**src/rtl/exc_pkg.sv**
```systemverilog
// exc_pkg: shared types and constants for the precise-exception pipeline.
//   - MIPS excodes, default exception vector
//   - exc_slot_t: per-instruction exception payload carried through ID/EX/MEM
//   - exc_cause_t: causes raised by one stage in the current cycle
//   - merge_causes(): first-cause-wins merge with same-stage priority
package exc_pkg;

  localparam logic [4:0] EXC_INT  = 5'h00;
  localparam logic [4:0] EXC_ADEL = 5'h04;
  localparam logic [4:0] EXC_ADES = 5'h05;
  localparam logic [4:0] EXC_SYS  = 5'h08;
  localparam logic [4:0] EXC_BP   = 5'h09;
  localparam logic [4:0] EXC_RI   = 5'h0A;
  localparam logic [4:0] EXC_OV   = 5'h0C;

  localparam logic [31:0] EXC_VECTOR_DEF = 32'hBFC00380;

  typedef struct packed {
    logic        valid;
    logic        pend;
    logic [4:0]  excode;
    logic [31:0] badvaddr;
    logic [31:0] pc;
    logic        bd;
    logic        eret;
  } exc_slot_t;

  localparam int unsigned SLOT_W = $bits(exc_slot_t);

  typedef struct packed {
    logic        adel_f;  // fetch address error, badvaddr = pc
    logic        ri;
    logic        sys;
    logic        bp;
    logic        ov;
    logic        adel_d;  // data address errors, badvaddr = daddr
    logic        ades;
    logic [31:0] daddr;
    logic        bd;
    logic        eret;
  } exc_cause_t;

  localparam exc_cause_t NO_CAUSE = '0;

  // Fold this stage's causes into a slot; an already pending cause is kept.
  function automatic exc_slot_t merge_causes(exc_slot_t s, exc_cause_t c);
    exc_slot_t r;
    r = s;
    if (s.valid) begin
      if (!s.pend) begin
        r.pend = 1'b1;
        if (c.adel_f) begin
          r.excode   = EXC_ADEL;
          r.badvaddr = s.pc;
        end else if (c.ri) begin
          r.excode = EXC_RI;
        end else if (c.sys) begin
          r.excode = EXC_SYS;
        end else if (c.bp) begin
          r.excode = EXC_BP;
        end else if (c.ov) begin
          r.excode = EXC_OV;
        end else if (c.adel_d) begin
          r.excode   = EXC_ADEL;
          r.badvaddr = c.daddr;
        end else if (c.ades) begin
          r.excode   = EXC_ADES;
          r.badvaddr = c.daddr;
        end else begin
          r.pend = 1'b0;
        end
      end
      r.bd   = s.bd | c.bd;
      // eret only counts on an instruction that is not already excepting
      r.eret = s.eret | (c.eret & ~r.pend);
    end
    return r;
  endfunction

endpackage

```
**src/rtl/exc_pipe_if.sv**
```systemverilog
// exc_pipe_if: pipeline/cp0 side signals of the exception pipeline.
//   master: pipeline + cp0 (drives stage causes, enables, cp0 status)
//   slave : exc_pipe (drives commit strobes, flush and redirect)
interface exc_pipe_if;
  logic        id_en, ex_en, mem_en;
  logic        if_valid;
  logic [31:0] if_pc;
  logic        if_adel;
  logic        id_bd, id_ri, id_sys, id_bp, id_eret;
  logic        ex_ov;
  logic        mem_adel, mem_ades;
  logic [31:0] mem_addr;
  logic        status_ie, status_exl;
  logic [7:0]  status_im, cause_ip;
  logic [31:0] epc;
  logic        exception, eret;
  logic [4:0]  excode;
  logic [31:0] badvaddr, exc_pc;
  logic        is_delay_slot;
  logic        mem_cancel;
  logic        flush;
  logic [31:0] redirect_pc;

  modport master (
    output id_en, ex_en, mem_en, if_valid, if_pc, if_adel,
           id_bd, id_ri, id_sys, id_bp, id_eret, ex_ov,
           mem_adel, mem_ades, mem_addr,
           status_ie, status_exl, status_im, cause_ip, epc,
    input  exception, eret, excode, badvaddr, exc_pc, is_delay_slot,
           mem_cancel, flush, redirect_pc
  );

  modport slave (
    input  id_en, ex_en, mem_en, if_valid, if_pc, if_adel,
           id_bd, id_ri, id_sys, id_bp, id_eret, ex_ov,
           mem_adel, mem_ades, mem_addr,
           status_ie, status_exl, status_im, cause_ip, epc,
    output exception, eret, excode, badvaddr, exc_pc, is_delay_slot,
           mem_cancel, flush, redirect_pc
  );
endinterface

```
**src/rtl/exc_stage_reg.sv**
```systemverilog
// exc_stage_reg: one pipeline exception slot.
//   clk, reset : clock, synchronous active-high reset
//   ld, clr    : load d / clear to bubble (clr wins); otherwise hold
//   d          : payload from the previous stage
//   cause      : causes raised by this stage this cycle
//   o          : held payload with this stage's causes merged in
module exc_stage_reg
  import exc_pkg::*;
(
  input  logic       clk,
  input  logic       reset,
  input  logic       ld,
  input  logic       clr,
  input  exc_slot_t  d,
  input  exc_cause_t cause,
  output exc_slot_t  o
);

  logic [SLOT_W-1:0] q_r;

  // Slot register: clear beats load, otherwise hold
  always_ff @(posedge clk) begin
    if (reset || clr) begin
      q_r <= '0;
    end else if (ld) begin
      q_r <= d;
    end
  end

  assign o = merge_causes(exc_slot_t'(q_r), cause);

endmodule

```
**src/rtl/exc_pipe.sv**
```systemverilog
// exc_pipe: precise-exception pipeline for the mipsel32 core.
//   clk, reset : clock, synchronous active-high reset
//   bus        : exc_pipe_if.slave (stage causes, enables, cp0 status in;
//                commit strobes, excode/badvaddr/exc_pc/bd, mem_cancel,
//                registered flush/redirect_pc out)
// Commit strobes are combinational from the MEM slot; flush/redirect_pc are
// registered and valid for the single cycle after the strobe.
// Build option: define EXC_INT_EN to enable interrupt requests from
// status/cause; otherwise interrupts are never taken.
module exc_pipe
  import exc_pkg::*;
#(
  parameter logic [31:0] EXC_VECTOR = EXC_VECTOR_DEF
) (
  input  logic      clk,
  input  logic      reset,
  exc_pipe_if.slave bus
);

  typedef enum logic {ST_RUN = 1'b0, ST_FLUSH = 1'b1} state_t;

  state_t      state, state_nxt;
  logic        flush_q, flush_nxt;
  logic [31:0] redir_q, redir_nxt;

  exc_slot_t   if_slot, id_d, id_o, ex_o, mem_o;
  exc_cause_t  if_cause, id_cause, ex_cause, mem_cause;
  logic        int_req, run, commit, exc_c, eret_c, take, ld_ok;

  // Per-stage cause bundles
  always_comb begin
    if_slot          = '0;
    if_slot.valid    = bus.if_valid;
    if_slot.pc       = bus.if_pc;
    if_cause         = NO_CAUSE;
    if_cause.adel_f  = bus.if_adel;
    id_cause         = NO_CAUSE;
    id_cause.ri      = bus.id_ri;
    id_cause.sys     = bus.id_sys;
    id_cause.bp      = bus.id_bp;
    id_cause.bd      = bus.id_bd;
    id_cause.eret    = bus.id_eret;
    ex_cause         = NO_CAUSE;
    ex_cause.ov      = bus.ex_ov;
    mem_cause        = NO_CAUSE;
    mem_cause.adel_d = bus.mem_adel;
    mem_cause.ades   = bus.mem_ades;
    mem_cause.daddr  = bus.mem_addr;
  end

  assign id_d = merge_causes(if_slot, if_cause);

`ifdef EXC_INT_EN
  assign int_req = bus.status_ie & ~bus.status_exl & (|(bus.status_im & bus.cause_ip));
`else
  logic int_unused;
  assign int_unused = ^{bus.status_ie, bus.status_exl, bus.status_im, bus.cause_ip};
  assign int_req    = 1'b0;
`endif

  // Commit resolution at MEM
  assign run    = (state == ST_RUN);
  assign commit = run & mem_o.valid & ~reset;
  assign exc_c  = commit & (int_req | mem_o.pend);
  assign eret_c = commit & ~exc_c & mem_o.eret;
  assign take   = exc_c | eret_c;
  // Slots freeze during FLUSH and on the committing edge (they are cleared)
  assign ld_ok  = run & ~take;

  exc_stage_reg u_id (
    .clk(clk), .reset(reset), .ld(bus.id_en & ld_ok), .clr(take),
    .d(id_d), .cause(id_cause), .o(id_o)
  );

  exc_stage_reg u_ex (
    .clk(clk), .reset(reset), .ld(bus.ex_en & ld_ok), .clr(take),
    .d(id_o), .cause(ex_cause), .o(ex_o)
  );

  exc_stage_reg u_mem (
    .clk(clk), .reset(reset), .ld(bus.mem_en & ld_ok), .clr(take),
    .d(ex_o), .cause(mem_cause), .o(mem_o)
  );

  assign bus.exception     = exc_c;
  assign bus.eret          = eret_c;
  assign bus.mem_cancel    = take;
  assign bus.excode        = !commit ? 5'h00 : (int_req ? EXC_INT : mem_o.excode);
  assign bus.badvaddr      = commit ? mem_o.badvaddr : 32'h0;
  assign bus.exc_pc        = commit ? mem_o.pc : 32'h0;
  assign bus.is_delay_slot = commit & mem_o.bd;
  assign bus.flush         = flush_q;
  assign bus.redirect_pc   = redir_q;

  // State and registered flush/redirect
  always_ff @(posedge clk) begin
    if (reset) begin
      state   <= ST_RUN;
      flush_q <= 1'b0;
      redir_q <= '0;
    end else begin
      state   <= state_nxt;
      flush_q <= flush_nxt;
      redir_q <= redir_nxt;
    end
  end

  // Next state: one FLUSH cycle after every exception/eret commit
  always_comb begin
    state_nxt = state;
    flush_nxt = 1'b0;
    redir_nxt = '0;
    unique case (state)
      ST_RUN: begin
        if (take) begin
          state_nxt = ST_FLUSH;
          flush_nxt = 1'b1;
          redir_nxt = exc_c ? EXC_VECTOR : bus.epc;
        end
      end
      ST_FLUSH: begin
        state_nxt = ST_RUN;
      end
    endcase
  end

endmodule

```
**src/flat_wrapper.sv**
```systemverilog
// flat-port wrapper written by rule: the top's interface ports become plain ports
module exc_pipe_flat import exc_pkg::*;
#(
  parameter logic [31:0] EXC_VECTOR = EXC_VECTOR_DEF
)
  (clk, reset, bus_id_en, bus_ex_en, bus_mem_en, bus_if_valid, bus_if_pc, bus_if_adel, bus_id_bd, bus_id_ri, bus_id_sys, bus_id_bp, bus_id_eret, bus_ex_ov, bus_mem_adel, bus_mem_ades, bus_mem_addr, bus_status_ie, bus_status_exl, bus_status_im, bus_cause_ip, bus_epc, bus_exception, bus_eret, bus_excode, bus_badvaddr, bus_exc_pc, bus_is_delay_slot, bus_mem_cancel, bus_flush, bus_redirect_pc);
  exc_pipe_if bus_i ();
  input  logic clk;
  input  logic reset;
  input wire logic [$bits(bus_i.id_en)-1:0] bus_id_en;
  input wire logic [$bits(bus_i.ex_en)-1:0] bus_ex_en;
  input wire logic [$bits(bus_i.mem_en)-1:0] bus_mem_en;
  input wire logic [$bits(bus_i.if_valid)-1:0] bus_if_valid;
  input wire logic [$bits(bus_i.if_pc)-1:0] bus_if_pc;
  input wire logic [$bits(bus_i.if_adel)-1:0] bus_if_adel;
  input wire logic [$bits(bus_i.id_bd)-1:0] bus_id_bd;
  input wire logic [$bits(bus_i.id_ri)-1:0] bus_id_ri;
  input wire logic [$bits(bus_i.id_sys)-1:0] bus_id_sys;
  input wire logic [$bits(bus_i.id_bp)-1:0] bus_id_bp;
  input wire logic [$bits(bus_i.id_eret)-1:0] bus_id_eret;
  input wire logic [$bits(bus_i.ex_ov)-1:0] bus_ex_ov;
  input wire logic [$bits(bus_i.mem_adel)-1:0] bus_mem_adel;
  input wire logic [$bits(bus_i.mem_ades)-1:0] bus_mem_ades;
  input wire logic [$bits(bus_i.mem_addr)-1:0] bus_mem_addr;
  input wire logic [$bits(bus_i.status_ie)-1:0] bus_status_ie;
  input wire logic [$bits(bus_i.status_exl)-1:0] bus_status_exl;
  input wire logic [$bits(bus_i.status_im)-1:0] bus_status_im;
  input wire logic [$bits(bus_i.cause_ip)-1:0] bus_cause_ip;
  input wire logic [$bits(bus_i.epc)-1:0] bus_epc;
  output wire logic [$bits(bus_i.exception)-1:0] bus_exception;
  output wire logic [$bits(bus_i.eret)-1:0] bus_eret;
  output wire logic [$bits(bus_i.excode)-1:0] bus_excode;
  output wire logic [$bits(bus_i.badvaddr)-1:0] bus_badvaddr;
  output wire logic [$bits(bus_i.exc_pc)-1:0] bus_exc_pc;
  output wire logic [$bits(bus_i.is_delay_slot)-1:0] bus_is_delay_slot;
  output wire logic [$bits(bus_i.mem_cancel)-1:0] bus_mem_cancel;
  output wire logic [$bits(bus_i.flush)-1:0] bus_flush;
  output wire logic [$bits(bus_i.redirect_pc)-1:0] bus_redirect_pc;
  assign bus_i.id_en = bus_id_en;
  assign bus_i.ex_en = bus_ex_en;
  assign bus_i.mem_en = bus_mem_en;
  assign bus_i.if_valid = bus_if_valid;
  assign bus_i.if_pc = bus_if_pc;
  assign bus_i.if_adel = bus_if_adel;
  assign bus_i.id_bd = bus_id_bd;
  assign bus_i.id_ri = bus_id_ri;
  assign bus_i.id_sys = bus_id_sys;
  assign bus_i.id_bp = bus_id_bp;
  assign bus_i.id_eret = bus_id_eret;
  assign bus_i.ex_ov = bus_ex_ov;
  assign bus_i.mem_adel = bus_mem_adel;
  assign bus_i.mem_ades = bus_mem_ades;
  assign bus_i.mem_addr = bus_mem_addr;
  assign bus_i.status_ie = bus_status_ie;
  assign bus_i.status_exl = bus_status_exl;
  assign bus_i.status_im = bus_status_im;
  assign bus_i.cause_ip = bus_cause_ip;
  assign bus_i.epc = bus_epc;
  assign bus_exception = bus_i.exception;
  assign bus_eret = bus_i.eret;
  assign bus_excode = bus_i.excode;
  assign bus_badvaddr = bus_i.badvaddr;
  assign bus_exc_pc = bus_i.exc_pc;
  assign bus_is_delay_slot = bus_i.is_delay_slot;
  assign bus_mem_cancel = bus_i.mem_cancel;
  assign bus_flush = bus_i.flush;
  assign bus_redirect_pc = bus_i.redirect_pc;
  exc_pipe #(.EXC_VECTOR(EXC_VECTOR)) u_core (.clk(clk), .reset(reset), .bus(bus_i));
endmodule
```
**config.mk**
```make
export PLATFORM = sky130hd
export DESIGN_NAME = exc_pipe_flat
export DESIGN_NICKNAME = d
export VERILOG_FILES = /design/src/rtl/exc_pkg.sv /design/src/rtl/exc_pipe_if.sv /design/src/rtl/exc_stage_reg.sv /design/src/rtl/exc_pipe.sv /design/src/flat_wrapper.sv
export SDC_FILE = /design/constraint.sdc
export NUM_CORES = 1
export LEC_CHECK = 0
export CAP_MARGIN = 10
export CORE_MARGIN = 2
export CORE_UTILIZATION = 49
export CTS_CLUSTER_DIAMETER = 60
export DETAILED_ROUTE_END_ITERATION = 10
export PLACE_DENSITY = 0.8
export SLEW_MARGIN = 30
export SYNTH_ARGS = -nofsm -noshare
export SYNTH_HDL_FRONTEND = slang
export SYNTH_SLANG_ARGS = --single-unit
export TNS_END_PERCENT = 1
```
**constraint.sdc**
```tcl
create_clock -name clk -period 2.2 [get_ports clk]
set_input_delay 0.44 -clock clk [delete_from_list [all_inputs] [get_ports clk]]
set_output_delay 0.44 -clock clk [all_outputs]
set_load 0.005 [all_outputs]
```
Word level (Yosys, flattened, before mapping)
Cells that the tools add are included.
{"block": "word_totals", "regBits": 251, "output_inout_bits": 106, "elab_cells": 57}
{"block": "classes", "n_mux": 29, "bitwise_logic": 17, "n_reduce_logical": 4}
{"cell": "2-to-1 mux 38 bit", "count": 8}
{"cell": "2-to-1 mux 32 bit", "count": 3}
{"cell": "2-to-1 mux 37 bit", "count": 2}
{"cell": "2-to-1 mux 35 bit", "count": 1}
{"cell": "2-to-1 mux 5 bit", "count": 5}
{"cell": "AND 1 bit", "count": 11}
{"cell": "2-to-1 mux 1 bit", "count": 8}
{"cell": "NOT 1 bit", "count": 5}
{"cell": "OR reduction 4 bit", "count": 1}
{"cell": "OR reduction 3 bit", "count": 1}
{"cell": "2-to-1 mux 2 bit", "count": 1}
{"cell": "one-hot mux 1 bit (2 select lines)", "count": 1}
{"cell": "OR reduction 2 bit", "count": 1}
{"cell": "logical OR 1 bit", "count": 1}
{"cell": "bitwise OR 1 bit", "count": 1}

Depth between registers and ports, before layout
{"block": "logic_depth", "depth_word": 12, "mapped_depth": 7}

Modules after synthesis
A second synthesis with hierarchy kept.
{"block": "hier_totals", "hier_cells": 1357, "hier_area_um2": 12612.1}
{"mod": "exc_stage_reg", "n_inst": 3, "cells_per_inst": 372, "area_per_inst_um2": 3593.4, "seq_area_each_um2": 1461.4}
{"mod": "exc_pipe", "n_inst": 1, "cells_per_inst": 241, "area_per_inst_um2": 1831.8, "seq_area_each_um2": 660.6}

Least setup slack after synthesis
OpenSTA, ideal clock, no wires.
{"block": "synth_timing", "path_type": "input to output", "start": "in bus_mem_ades", "end": "out bus_eret", "t_arrival_ns": 1.505, "t_required_ns": 1.760, "setup_slack_ns": 0.255, "stages": 4, "path_buffers": 2, "path_cell_list": "or2_2 > clkbuf_1 > a2111oi_4 > buf_6"}
{"block": "synth_between", "elab_chain_cells": 8}
{"item": "start, declared", "line": "flat_wrapper.sv:23", "rtl": "input wire logic [$bits(bus_i.mem_ades)-1:0] bus_mem_ades;"}
{"item": "2-to-1 mux 1 bit", "line": "exc_pkg.sv:66", "rtl": "end else if (c.ades) begin"}
{"item": "2-to-1 mux 1 bit", "line": "exc_pkg.sv:63", "rtl": "end else if (c.adel_d) begin"}
{"item": "2-to-1 mux 38 bit", "line": "exc_pkg.sv:50", "rtl": "if (!s.pend) begin"}
{"item": "2-to-1 mux 38 bit", "line": "exc_pkg.sv:49", "rtl": "if (s.valid) begin"}
{"item": "AND 1 bit", "line": "exc_pipe.sv:64", "rtl": "assign exc_c = commit & (int_req | mem_o.pend);"}
{"item": "NOT 1 bit", "line": "exc_pipe.sv:65", "rtl": "assign eret_c = commit & ~exc_c & mem_o.eret;"}
{"item": "AND 1 bit (2 in series)", "line": "exc_pipe.sv:65"}
{"item": "end, declared", "line": "flat_wrapper.sv:31", "rtl": "output wire logic [$bits(bus_i.eret)-1:0] bus_eret;"}
Every way passes these cells.

Worst setup path in the final report
{"block": "layout_timing", "start": "reg u_core.state", "end": "out bus_eret"}
{"block": "layout_between", "elab_chain_cells": 7}
{"item": "start, declared", "line": "exc_pipe.sv:22", "rtl": "state_t state, state_nxt;"}
{"item": "start signal, assigned", "line": "exc_pipe.sv:102", "rtl": "state <= state_nxt;"}
{"item": "NOT 1 bit (*)"}
{"item": "AND 1 bit (*) (2 in series)", "line": "exc_pipe.sv:63", "rtl": "assign commit = run & mem_o.valid & ~reset;"}
{"item": "AND 1 bit", "line": "exc_pipe.sv:64"}
{"item": "NOT 1 bit", "line": "exc_pipe.sv:65"}
{"item": "AND 1 bit (*) (2 in series)", "line": "exc_pipe.sv:65"}
Mark *: on every way between the ends. The rest lies on a longest branch, timed or not.

==> out/qor.csv <==
stage;metric;value;unit
run_status;status;complete, but fails checks;
run_status;violations;DRC, setup timing;
sta;slew_viol_final;0;
worst_setup_path;rrSetupSlack;0.36;ns
synth;synth.yosys.seq_area_share;0.536;
synth;synth-main-ff-cell;dfxtp_1;
worst_setup_path;rr_endpoint;u_core.u_ex.q_r[63];
route;wl_per_cell;18.2;um
place;hpwlAfterDp;17.9;mm
finish;area_growth;46.2;%
synth;ys.warnings.count;0;
worst_setup_path;cp-end-kind;output port;
global_routing;grt_pass1_vias;8162;
power;p_per_area;792;nW/um^2
cts;clockBufferDepth;3;
cts;clk_latency;0.53;ns
cts;holdBufCountCts;0;
route;via_count;8684;
worst_setup_path;cp.arrival;1.92;ns
cts;cts_inserted_buffers;25;
route;ant_nets;0;
run;maxCapViolCount;0;
synth;synthCells;1128;
cts;path_clk_slew;0.07;ns
hold_path;worstHoldPathCells;3;
sta;fin_tns_setup;-4.92;ns
sta;finalWorstSetupSlack;-0.162;ns
place;dp_slack;-0.566;ns
synth;syn_area;9080;um^2
floorplan;die_w;140;um
route;drt-total-wl;29.2;mm
worst_setup_path;cpMaxStageDelayCell;or3b_4;
route;drc;25;
hold_path;min_from;reset;
sta;period_share;1.07;
floorplan;ios;235;
cts;cts.sinks;243;
synth;synthArstFlopShare;0;
floorplan;start_util;0.502;
floorplan;dieArea;19600;um^2
worst_setup_path;crit_path_start;u_core.state;
power;p_leak;4.97;nW
worst_setup_path;cp.required;1.76;ns
sta;grt_setup_unrepaired;yes;
sta;whs;0.378;ns
worst_setup_path;start_kind;flip-flop;
finish;multi_input_area;4040;um^2
route;vias_per_cell;5.41;
synth;synth_edf_count;0;
synth;syn_area_per_cell;8.05;um^2
worst_setup_path;critPathKind;flip-flop to output port;
route;first_pass_iters;9;
finish;nets;1485;
floorplan;die_height;140;um
global_routing;grt-ovfl-total;0;
worst_setup_path;cp_cell_sequence;or3b_4, buf_4, a2111oi_4, buf_2;
floorplan;rows;49;
power;peakVddDrop;0.568;mV
place;gp_congestion;0.956;
sta;fmax;423;MHz
global_routing;antenna_found_initial;1;
cts;cts_tree;done;
floorplan;core;18100;um^2
hold_path;worstHoldEndpoint;u_core.u_mem.q_r[72];
sta;fin_skew;0.0215;ns
worst_setup_path;reg2reg_from;u_core.state;
synth;ys_types;38;
worst_setup_path;reg2reg_depth;7;
finish;seq_area;4870;um^2
finish;drive_gt1_frac;0.204;
global_routing;grt_pass1_wl;44.3;mm
cts;cts-root-buf;clkbuf_16;
worst_setup_path;cp_max_fo;3;
worst_setup_path;slowest_delay;0.45;ns
finish;nFillCells;1253;
global_routing;grt.total_usage;0.280;
sta;finalCriticalPeriod;2.36;ns
synth;synth_seq_cells;243;
cts;cts_htree_levels;1;
sta;hold_viol;0;
synth;synth_nets;1257;
hold_path;holdCritPathClass;input port to flip-flop;
place;port_buffers;215;
route;initialDrtViolationCount;692;
finish;diodes;0;
sta;finalSetupViolCount;60;
global_routing;grt_start_max_net_pins;52;
flip-flops by register name (all words and copies together) (netlist names):
signal                  flops
u_core.bus.redirect_pc     32
u_core.state                1
u_core.u_ex.q_r            72
u_core.u_id.q_r            66
u_core.u_mem.q_r           72
stage by stage:
stage / area (um^2) / util / std cells / power (mW)
after floorplan: 9080 / - / 1128 / 5.05
after global routing: 13300 / 0.734 / 1604 / 10.8
final: 13300 / 0.734 / 1604 / 10.5
after CTS: 13100 / 0.726 / 1601 / 10.5
after detailed placement: 11700 / 0.649 / 1529 / 5.53
after global placement: 11700 / 0.649 / 1529 / 5.51
synthesized netlist by cell type (all sizes together) (5+ instances only):
master	count	share of area
nor3	6	0.0033
dfxtp	243	0.54
clkbuf	61	0.025
nor2b	5	0.0034
nand2b	5	0.0034
buf	36	0.025
o21ai	32	0.018
nand3	36	0.020
and2	53	0.037
a21o	12	0.0099
nand2	334	0.14
nor2	44	0.018
a22oi	34	0.028
a21oi	203	0.11
layout by cell type, fill, tap and decap left out, types with 4 or more instances in the layout:
cell type        synthesis  final
nand2_1                334    333
dfxtp_1                243    240
a21oi_1                203    176
clkdlybuf4s50_1          0    140
nor2_1                  44     41
buf_4                   16     38
and2_1                  53     37
buf_2                   14     37
a22oi_1                 34     34
a21oi_2                  0     27
clkbuf_16                0     27
buf_12                   0     25
nand3_1                 36     24
buf_6                    2     24
o21ai_0                 32     20
and2_4                   0     16
clkdlybuf4s15_2          0     13
o21ai_1                  0     12
nand3_2                  0     12
a21o_1                  12     12
bufinv_16                0      8
nor3_1                   6      5
clkbuf_2                 0      5
buf_8                    0      5
clkinv_2                 0      4
report_power, final:
part	total, mW	switching (mW)	leakage, nW	internal (mW)
Combinational	1.01	0.520	2.52	0.492
Sequential	4.57	0.0621	1.97	4.51
Clock	4.93	1.80	0.472	3.13
Total	10.5	2.38	4.97	8.13
cell type report:
cell class,count,area share
inverter,1,0.000283
clock buffer,28,0.0502
multi-input combinational,787,0.304
timing repair buffer,298,0.234
clock inverter,18,0.0233
tap,229,0.0216
sequential,243,0.367
cell families after synthesis:
group | count (synthesis) | synth area share
buffers and inverters | 98 | 0.0507
other | 1 | 0.000413
flip-flops | 243 | 0.536
AND/OR/NAND/NOR | 494 | 0.233
AO/OA/AOI/OAI | 292 | 0.180
critical path, delay by kind of cell (launching register included):
family                 cells  cell delay [ns]
DFF                        1             0.33
and+or+nand+nor            1             0.45
AOI/OAI and AO/OA          1             0.26
buffers and inverters      2             0.36
how the worst max path moves through the flow:
stage	end	slack [ns]	cells after the start
2_1_floorplan	bus_eret	0.25	4
3_3_place_gp	bus_badvaddr[31]	-0.58	5
3_5_place_dp	bus_badvaddr[31]	-0.57	5
4_1_cts	bus_is_delay_slot	-0.23	9
5_1_grt	bus_exception	-0.22	8
6_report	bus_eret	-0.16	4
layer usage:
layer	track usage	vias to the layer above	part of all wire
met5	0	-	0.00045
met4	0.0808	2	0.026
met3	0.0479	52	0.072
met2	0.491	348	0.49
met1	0.355	4082	0.41
li1	-	4200	-
repair_timing:
item / in CTS / in global routing
pin swaps: 11 / 24
buffers inserted: 20 / 3
resized for setup: 286 / 106
endpoints found under the setup margin: 72 / 71
gates cloned: 6 / 2
(Power assumes the default switching activity.)
